==> src/rtl/imem_loader_pkg.sv <==
// Shared definitions for the instruction-memory loader and the memory it fills.
package imem_loader_pkg;
  localparam int DEF_ADDR_W = 9;
  localparam int DEF_DEPTH  = 512;
  localparam int DEF_DATA_W = 32;

  typedef enum logic [2:0] {
    ST_IDLE,
    ST_LOAD,
    ST_WRITE,
    ST_VERIFY,
    ST_DRAIN,
    ST_DONE
  } state_t;
endpackage

==> src/rtl/imem_loader_byte_packer.sv <==
// Little-endian byte-to-word assembler: bytes shift in from the top so byte 0 ends at the LSBs.
module imem_loader_byte_packer
  import imem_loader_pkg::*;
#(
  parameter int DATA_W = DEF_DATA_W
) (
  input  logic              clk,
  input  logic              rst_n,
  input  logic              clear,
  input  logic              byte_en,
  input  logic [7:0]        byte_in,
  output logic              last_byte,
  output logic [DATA_W-1:0] word,
  output logic              word_valid
);

  logic [1:0] byte_cnt;

  assign last_byte = (byte_cnt == 2'd3);

  // word_valid pulses the cycle after the 4th byte, when word holds the complete value
  always_ff @(posedge clk or negedge rst_n) begin
    if (!rst_n) begin
      byte_cnt   <= '0;
      word       <= '0;
      word_valid <= 1'b0;
    end else begin
      word_valid <= byte_en & last_byte;
      if (clear) begin
        byte_cnt <= '0;
      end else if (byte_en) begin
        byte_cnt <= byte_cnt + 2'd1;
        word     <= {byte_in, word[DATA_W-1:8]};
      end
    end
  end

endmodule

==> src/rtl/imem_loader.sv <==
// Loads a byte stream into instruction memory, reads it back to compare XOR checksums, then releases the CPU.
module imem_loader
  import imem_loader_pkg::*;
#(
  parameter int ADDR_W = DEF_ADDR_W,
  parameter int DEPTH  = DEF_DEPTH,
  parameter int DATA_W = DEF_DATA_W
) (
  input  logic              clk,
  input  logic              rst_n,
  input  logic              start,
  input  logic [ADDR_W:0]   num_words,
  input  logic [7:0]        in_data,
  input  logic              in_valid,
  output logic              in_ready,
  output logic [ADDR_W-1:0] imem_addr,
  output logic [DATA_W-1:0] imem_din,
  output logic              imem_wea,
  input  logic [DATA_W-1:0] imem_dout,
  output logic              busy,
  output logic              done,
  output logic              verify_err,
  output logic              cpu_run
);

  state_t            state, next_state;
  logic [ADDR_W-1:0] n_last, n_last_new;
  logic [ADDR_W:0]   n_clip;
  logic [DATA_W-1:0] wsum, rsum, rsum_final, word;
  logic              launch, byte_en, last_byte, at_last;

  assign in_ready   = (state == ST_LOAD);
  assign byte_en    = in_valid & in_ready;
  assign at_last    = (imem_addr == n_last);
  assign launch     = ((state == ST_IDLE) || (state == ST_DONE)) && start && (num_words != '0);
  assign n_clip     = (num_words > (ADDR_W+1)'(DEPTH)) ? (ADDR_W+1)'(DEPTH) : num_words;
  assign n_last_new = ADDR_W'(n_clip - (ADDR_W+1)'(1));
  assign rsum_final = rsum ^ imem_dout;
  assign imem_din   = word;

  imem_loader_byte_packer #(.DATA_W(DATA_W)) u_packer (
    .clk        (clk),
    .rst_n      (rst_n),
    .clear      (launch),
    .byte_en    (byte_en),
    .byte_in    (in_data),
    .last_byte  (last_byte),
    .word       (word),
    .word_valid (imem_wea)
  );

  always_ff @(posedge clk or negedge rst_n) begin
    if (!rst_n) state <= ST_IDLE;
    else        state <= next_state;
  end

  always_comb begin
    next_state = state;
    case (state)
      ST_IDLE, ST_DONE: if (launch) next_state = ST_LOAD;
      ST_LOAD:          if (byte_en && last_byte) next_state = ST_WRITE;
      ST_WRITE:         next_state = at_last ? ST_VERIFY : ST_LOAD;
      ST_VERIFY:        if (at_last) next_state = ST_DRAIN;
      ST_DRAIN:         next_state = ST_DONE;
      default:          next_state = ST_IDLE;
    endcase
  end

  // imem_addr doubles as the write word index and the verify read address
  always_ff @(posedge clk or negedge rst_n) begin
    if (!rst_n) begin
      n_last     <= '0;
      imem_addr  <= '0;
      wsum       <= '0;
      rsum       <= '0;
      verify_err <= 1'b0;
      cpu_run    <= 1'b0;
      busy       <= 1'b0;
      done       <= 1'b0;
    end else begin
      busy <= next_state inside {ST_LOAD, ST_WRITE, ST_VERIFY, ST_DRAIN};
      done <= (next_state == ST_DONE);
      case (state)
        ST_IDLE, ST_DONE: begin
          if (launch) begin
            n_last     <= n_last_new;
            imem_addr  <= '0;
            wsum       <= '0;
            rsum       <= '0;
            verify_err <= 1'b0;
            cpu_run    <= 1'b0;
          end
        end
        ST_WRITE: begin
          wsum      <= wsum ^ word;
          imem_addr <= at_last ? '0 : imem_addr + ADDR_W'(1);
        end
        ST_VERIFY: begin
          // read data lags the address by one cycle, so address 0 has nothing to fold in yet
          if (imem_addr != '0) rsum <= rsum_final;
          if (!at_last) imem_addr <= imem_addr + ADDR_W'(1);
        end
        ST_DRAIN: begin
          rsum       <= rsum_final;
          verify_err <= (wsum != rsum_final);
          cpu_run    <= (wsum == rsum_final);
        end
        default: ;
      endcase
    end
  end

endmodule
==> config.mk <==
export PLATFORM = sky130hd
export DESIGN_NAME = imem_loader
export DESIGN_NICKNAME = d
export VERILOG_FILES = /design/src/rtl/imem_loader_pkg.sv /design/src/rtl/imem_loader_byte_packer.sv /design/src/rtl/imem_loader.sv
export SDC_FILE = /design/constraint.sdc
export NUM_CORES = 1
export LEC_CHECK = 0
export ABC_AREA = 1
export CORE_MARGIN = 2
export CORE_UTILIZATION = 47
export CTS_BUF_LIST = sky130_fd_sc_hd__clkbuf_8 sky130_fd_sc_hd__clkbuf_16
export DETAILED_ROUTE_END_ITERATION = 12
export GPL_TIMING_DRIVEN = 0
export PLACE_DENSITY = 0.71
export SYNTH_ARGS = -nofsm -noshare
export SYNTH_HDL_FRONTEND = slang
export SYNTH_SLANG_ARGS = --single-unit
==> constraint.sdc <==
create_clock -name clk -period 1.39 [get_ports clk]
set_input_delay 0.278 -clock clk [delete_from_list [all_inputs] [get_ports clk]]
set_output_delay 0.278 -clock clk [all_outputs]
set_load 0.005 [all_outputs]
==> flow_metrics.py, run 1 <==
metrics = {
    "worst_hold_path": {
        "min_path_type": "input pin to asynchronous set/reset pin",
    },
    "sta": {
        "max_freq_ghz": 0.5525,
        "slew_headroom_pct": 61.12,
        "layout_setup_ws_ns": -0.4200,
        "min_period_ns": 1.810,
        "worst_slew_pin_slew_ns": 0.5832,
        "timing.final.crit_share_pct": 130.2,
        "finalHoldViolations": 0,
        "finalSetupViolCount": 112,
        "finClkSkew_ns": 0.009068,
        "setup_tns_ns": -21.55,
        "rsz0062_at_grt": "true",
        "drv_slew": 0,
    },
    "critical_path": {
        "critical-path-top-delay-family": "buffers and inverters",
        "crit_chain": "buf_6 -> nand2_4 -> nand3_4 -> inv_1 -> nand2_4 -> buf_4 -> buf_6 -> nor2_1 -> nor2_2 -> inv_1 -> nand2_2 -> nand2_1 -> inv_1",
        "cpMostUsedCell": "inv_1",
        "cp_slowest_cell": "dfrtp_1",
        "endpoint_kind": "flip-flop",
        "critPathLaunchType": "flip-flop",
        "required_ns": 1.70,
        "crit_arrival_ns": 2.12,
        "worst-setup-path-type": "flip-flop to flip-flop",
        "cp_max_fo": 3,
        "cp.buffers_inverters": 6,
        "cp_slowest_stage_delay_ns": 0.40,
    },
    "routing": {
        "routed_wl_mm": 19.80,
        "drc": 0,
        "postRouteAntennaNets": 0,
        "drt_iter0_markers": 421,
        "num_vias": 6156,
        "first_pass_iters": 5,
        "drt-wirelength-per-cell_microns": 16.50,
        "viasPerCell": 5.130,
    },
    "floorplan": {
        "dieHeight_microns": 122.9,
        "dieArea_sq_um": 15100,
        "rows": 43,
        "ios": 101,
        "fp.dieW_microns": 122.9,
        "start_util_pct": 48.04,
        "coreArea_sq_um": 13830,
    },
    "placement": {
        "io_buffers": 100,
        "dp_cells": 1099,
        "dpl.hpwl_mm": 12.23,
        "gp_congestion": 0.8467,
    },
    "synthesis": {
        "synth_seq_area_share_pct": 46.71,
        "ys_types": 31,
        "syn-instance-count": 818,
        "synth_seq_cells": 124,
        "synth.avg_cell_area_sq_um": 8.121,
        "ys_async_sr_fraction_pct": 100.0,
        "yosysWarnings": 0,
        "syn_nets": 876,
        "synth_edf_count": 0,
        "synthesis.area_sq_um": 6643,
        "ys.flop_type": "dfrtp_1",
    },
    "global_routing": {
        "grt_max_degree": 68,
        "track_usage_pct": 27.26,
        "grt_pass1_vias": 5975,
        "globalRoute.totalOverflow": 0,
        "grt_pass1_wl_mm": 30.91,
        "antenna_found_initial": 0,
    },
    "layout": {
        "areaGrowthSynthToFinish_pct": 46.68,
        "antennaDiodeCount": 0,
        "stdcell_count": 1200,
        "nets": 1065,
        "layout-drive-gt1-share_pct": 28.82,
        "fin_util_pct": 70.46,
    },
    "run_status": {
        "violations": "negative setup slack",
        "status": "finished, violations left",
    },
    "clocking": {
        "clkSlewWorstSetupHoldPaths_ns": 0.06,
        "cts_root_buffer": "clkbuf_16",
        "clk_latency_ns": 0.42,
        "cts_tree": "yes",
        "htreeDepth": 4,
        "clock_sinks": 124,
        "cts_buffers": 17,
        "clock_path_buffers": 2,
    },
    "run": {
        "drv_cap": 0,
    },
    "pwr": {
        "vdd_drop_max_mv": 1.127,
        "p_leak_uw": 0.004833,
        "power_density_nw_per_um2": 2059,
    },
}
## worst paths after layout
check	slack, ns	end	from	cells after the start
setup / recovery	-0.42	busy$_DFF_PN0_	state[2]$_DFF_PN0_	13
hold / removal	0.41	n_last[5]$_DFFE_PN0P_	rst_n	2
setup reg to reg	-0.42	busy$_DFF_PN0_	state[2]$_DFF_PN0_	13
hold reg to reg	0.49	rsum[3]$_DFFE_PN0P_	rsum[3]$_DFFE_PN0P_	2
max in group asynchronous	0.26	u_packer.word[15]$_DFFE_PN0P_	rst_n	3
min in group clk	0.42	rsum[17]$_DFFE_PN0P_	imem_dout[17]	4
## cells in the final DEF (no fill, tap or decap), drive strengths merged
cell type	count
nand2	265
dfrtp	124
nor2	92
buf	91
inv	83
o21ai	77
xor2	57
clkdlybuf4s50	43
nand3	32
xnor2	30
dlygate4sd2	29
clkbuf	27
clkdlybuf4s15	22
or2	8
nand4	7
o2111ai	7
clkinv	6
bufinv	4
ha	4
a21oi	3
nand3b	2
o31ai	1
nor4b	1
nor4	1
and2	1
o211ai	1
clkinvlp	1
dlygate4sd3	1
## flip-flops by register name (all words and copies together), names as in the netlist
| register | cells |
|---|---|
| busy | 1 |
| cpu_run | 1 |
| done | 1 |
| imem_addr | 9 |
| n_last | 9 |
| rsum | 32 |
| state | 3 |
| u_packer.byte_cnt | 2 |
| u_packer.word | 32 |
| u_packer.word_valid | 1 |
| verify_err | 1 |
| wsum | 32 |
## layer usage
metal	part of all wire, %	GRT usage, %
met5	0	0
met1	43	36.74
met2	47	43.09
met3	7.6	6.320
met4	2.2	9.698
## per-stage QoR
step / total power, uW / setup slack, ns / hold slack [ns] / area (sq um)
3_3_place_gp: 12590 / -4.971 / 0.4742 / 7971
5_1_grt: 21160 / -0.4854 / 0.4249 / 9743
4_1_cts: 19260 / -0.3245 / 0.3873 / 9579
3_5_place_dp: 12720 / -0.8206 / 0.2906 / 8000
2_1_floorplan: 10020 / -0.1056 / -0.01759 / 6745
6_report: 20060 / -0.4200 / 0.4078 / 9743
## cells in the mapped netlist, drive strengths merged, types with 2 or more instances
cell       n  area share (%)
o2111ai    7            0.92
inv       82             4.6
dfrtp    124              47
nor2      92             5.3
ha         4            0.75
clkbuf    10            0.57
nand4      7            0.66
a21oi      3            0.23
o21ai     77             7.8
or2        8            0.75
xnor2     30             4.0
buf       12             1.5
nand2    265              15
xor2      57             7.5
nand3     32             2.5
nand3b     2            0.23
## final cells by class
class / count / area (sq um)
timing repair buffer: 170 / 1548
clock buffer: 21 / 480.5
fill: 1020 / 4084
multi-input combinational: 589 / 3556
buffer: 22 / 315.3
clock inverter: 11 / 166.4
inverter: 83 / 334.1
tap: 180 / 225.2
sequential: 124 / 3118
## kinds of logic after synthesis
logic type,Yosys count,share of synthesized area [%]
xor+xnor,87,11.47
simple gates,409,25.18
compound gates,89,9.154
fa+ha+maj,4,0.7535
buf+inv,105,6.724
flops,124,46.71
## timing repair
item / 4_1_cts / 5_1_grt
cloned: 4 / 0
hold buffers: 1 / 0
setup buffers: 60 / 5
resized for setup: 228 / 63
setup endpoints to repair: 170 / 141
hold endpoints to repair: 57 / 0
pin swaps: 29 / 3
## power breakdown
| group | internal, uW | switching, uW |
|---|---|---|
| Clock | 3180 | 1640 |
| Combinational | 4200 | 5060 |
| Sequential | 4900 | 1080 |
| Total | 12300 | 7780 |
Power figures use the tool's default switching activity.
==> run 2, diff against run 1 <==
--- a/config.mk
+++ b/config.mk
@@ -12,6 +12,7 @@
 export DETAILED_ROUTE_END_ITERATION = 12
 export GPL_TIMING_DRIVEN = 0
 export PLACE_DENSITY = 0.71
+export SKIP_LAST_GASP = 1
 export SYNTH_ARGS = -nofsm -noshare
 export SYNTH_HDL_FRONTEND = slang
 export SYNTH_SLANG_ARGS = --single-unit
==> run 2 against run 1 <==
Fmax is 6.4% lower. Critical path type unchanged. Largest power group unchanged. Sequential share of layout area is 1.8 points lower. Register-to-register slack worse by 0.12 ns. The flow still finishes with violations (negative setup slack). Largest cell class unchanged.
==> flow_metrics.py, run 2 (same netlist as run 1, synthesis figures left out) <==
metrics = {
    "clocking": {
        "cts_buffers": 17,
        "clock_sinks": 124,
        "clkSlewWorstSetupHoldPaths_ns": 0.06,
        "htreeDepth": 4,
        "clock_path_buffers": 2,
        "cts_root_buffer": "clkbuf_16",
        "cts_tree": "yes",
        "clk_latency_ns": 0.42,
    },
    "critical_path": {
        "r2r_start": "imem_addr[6]$_DFFE_PN0P_",
        "required_ns": 1.74,
        "worst-setup-path-type": "flip-flop to flip-flop",
        "cp_slowest_stage_delay_ns": 0.50,
        "reg2reg_depth": 8,
        "crit_end": "rsum[8]$_DFFE_PN0P_",
        "critPathLaunchType": "flip-flop",
        "crit_chain": "nor4_1 -> nand3_1 -> and2_4 -> o21ai_4 -> buf_12 -> buf_8 -> nand2_1 -> o21ai_2",
        "endpoint_kind": "flip-flop",
        "crit_arrival_ns": 2.28,
        "r2r_slack_ns": -0.54,
        "cp_max_fo": 8,
        "cp_slowest_cell": "nor4_1",
        "cp-startpoint": "imem_addr[6]$_DFFE_PN0P_",
        "r2r_end": "rsum[8]$_DFFE_PN0P_",
    },
    "run_status": {
        "status": "finished, violations left",
        "violations": "negative setup slack",
    },
    "floorplan": {
        "coreArea_sq_um": 13830,
        "dieArea_sq_um": 15100,
        "fp.dieW_microns": 122.9,
        "rows": 43,
        "dieHeight_microns": 122.9,
        "ios": 101,
        "start_util_pct": 48.04,
    },
    "layout": {
        "seq_area_sq_um": 3118,
        "final_cell_mix": "nand2_1 (206), dfrtp_1 (112), inv_1 (71)",
        "antennaDiodeCount": 0,
        "nFillCells": 893,
        "areaGrowthSynthToFinish_pct": 55.53,
        "stdcell_count": 1226,
        "largestRegisters": "rsum: 32 flops, u_packer.word: 32 flops, wsum: 32 flops",
        "layout-drive-gt1-share_pct": 33.37,
        "nets": 1091,
        "multi_input_area_sq_um": 3732,
        "post-route-cell-area_sq_um": 10330,
        "mostFrequentLayoutCell": "nand2_1",
    },
    "pwr": {
        "power_frac_comb_pct": 50.0,
        "p_seq_share_pct": 27.8,
        "p_clk_share_pct": 22.3,
        "p_sw_share_pct": 39.83,
        "p_int_uw": 13100,
        "power_density_nw_per_um2": 2108,
        "vdd_drop_max_mv": 1.148,
        "p_leak_uw": 0.005135,
        "p_switching_uw": 8676,
    },
    "global_routing": {
        "grt_pass1_wl_mm": 31.16,
        "grt_pass1_vias": 5955,
        "antenna_found_initial": 0,
        "grt_max_degree": 68,
        "track_usage_pct": 27.60,
        "globalRoute.totalOverflow": 0,
    },
    "sta": {
        "min_period_ns": 1.934,
        "finClkSkew_ns": 0.009110,
        "worst_slew_pin_slew_ns": 0.5825,
        "layout_setup_ws_ns": -0.5440,
        "timing.final.crit_share_pct": 139.1,
        "setup_tns_ns": -31.02,
        "finalSetupViolCount": 132,
        "drv_slew": 0,
        "max_freq_ghz": 0.5171,
        "slew_headroom_pct": 61.17,
        "rsz0062_at_grt": "true",
        "finalHoldViolations": 0,
    },
    "routing": {
        "drt_iter0_markers": 808,
        "num_vias": 6748,
        "routed_wl_mm": 23.75,
        "viasPerCell": 5.504,
        "drc": 0,
        "drt-wirelength-per-cell_microns": 19.37,
        "postRouteAntennaNets": 0,
        "first_pass_iters": 7,
    },
    "placement": {
        "post-place-ws_ns": -0.8206,
        "dp_cells": 1099,
        "gp_congestion": 0.8467,
        "dpl.hpwl_mm": 12.23,
        "io_buffers": 100,
        "place_area_sq_um": 8000,
    },
    "run": {
        "drv_cap": 0,
    },
    "worst_hold_path": {
        "min_path_type": "input pin to flip-flop",
    },
}
## run 2: what timing repair did
action	in CTS	in global routing
hold buffers	1	0
buffers inserted	60	22
gates resized for setup	222	122
gates cloned	4	9
pin swaps	29	53
setup endpoints to repair	170	141
hold endpoints to repair	57	0
## run 2: cell type report
cell class	instances	share of cell area (%)
sequential	124	30.18
clock inverter	11	1.611
inverter	83	3.234
buffer	22	3.403
multi-input combinational	590	36.13
clock buffer	21	4.651
timing repair buffer	195	18.61
tap	180	2.180
## run 2: critical path, delay by kind of cell (launching register included)
| family | cells | cell delay (ns) |
|---|---|---|
| compound gates | 2 | 0.14 |
| buf+inv | 2 | 0.30 |
| flops | 1 | 0.46 |
| simple gates | 4 | 0.96 |
## run 2: layer usage
metal	vias to the layer above	part of all wire, %	wire (microns)	GRT usage [%]
met1	3198	38	8909	37.22
met5	-	0	0	0
li1	2993	-	-	-
met3	110	10	2368	5.901
met2	447	47	11190	43.85
met4	0	5.4	1283	10.13
## run 2: worst min path at each step
stage                              start                     to  cells after the start
finish                      num_words[1]  n_last[1]$_DFFE_PN0P_                      4
global route                num_words[2]  n_last[2]$_DFFE_PN0P_                      5
CTS                        imem_dout[17]   rsum[17]$_DFFE_PN0P_                      4
detailed placement                 rst_n  n_last[1]$_DFFE_PN0P_                      1
global placement    rsum[30]$_DFFE_PN0P_   rsum[30]$_DFFE_PN0P_                      2
floorplan                          rst_n         busy$_DFF_PN0_                      0
## run 2: power groups by stage
stage	clock network, uW	registers [uW]	logic (uW)
5_1_grt	5020	6150	11600
2_1_floorplan	0	5750	4280
6_report	4850	6050	10900
3_5_place_dp	0	6010	6710
3_3_place_gp	0	5980	6610
4_1_cts	4830	5880	8500
## run 2: metrics by stage
step	hold slack (ns)	total power, uW	util (%)
after floorplan	-0.01759	10020	-
after global placement	0.4742	12590	57.65
after detailed placement	0.2906	12720	57.86
after CTS	0.3873	19210	69.17
after global routing	0.3207	22740	74.72
final	0.3077	21780	74.72
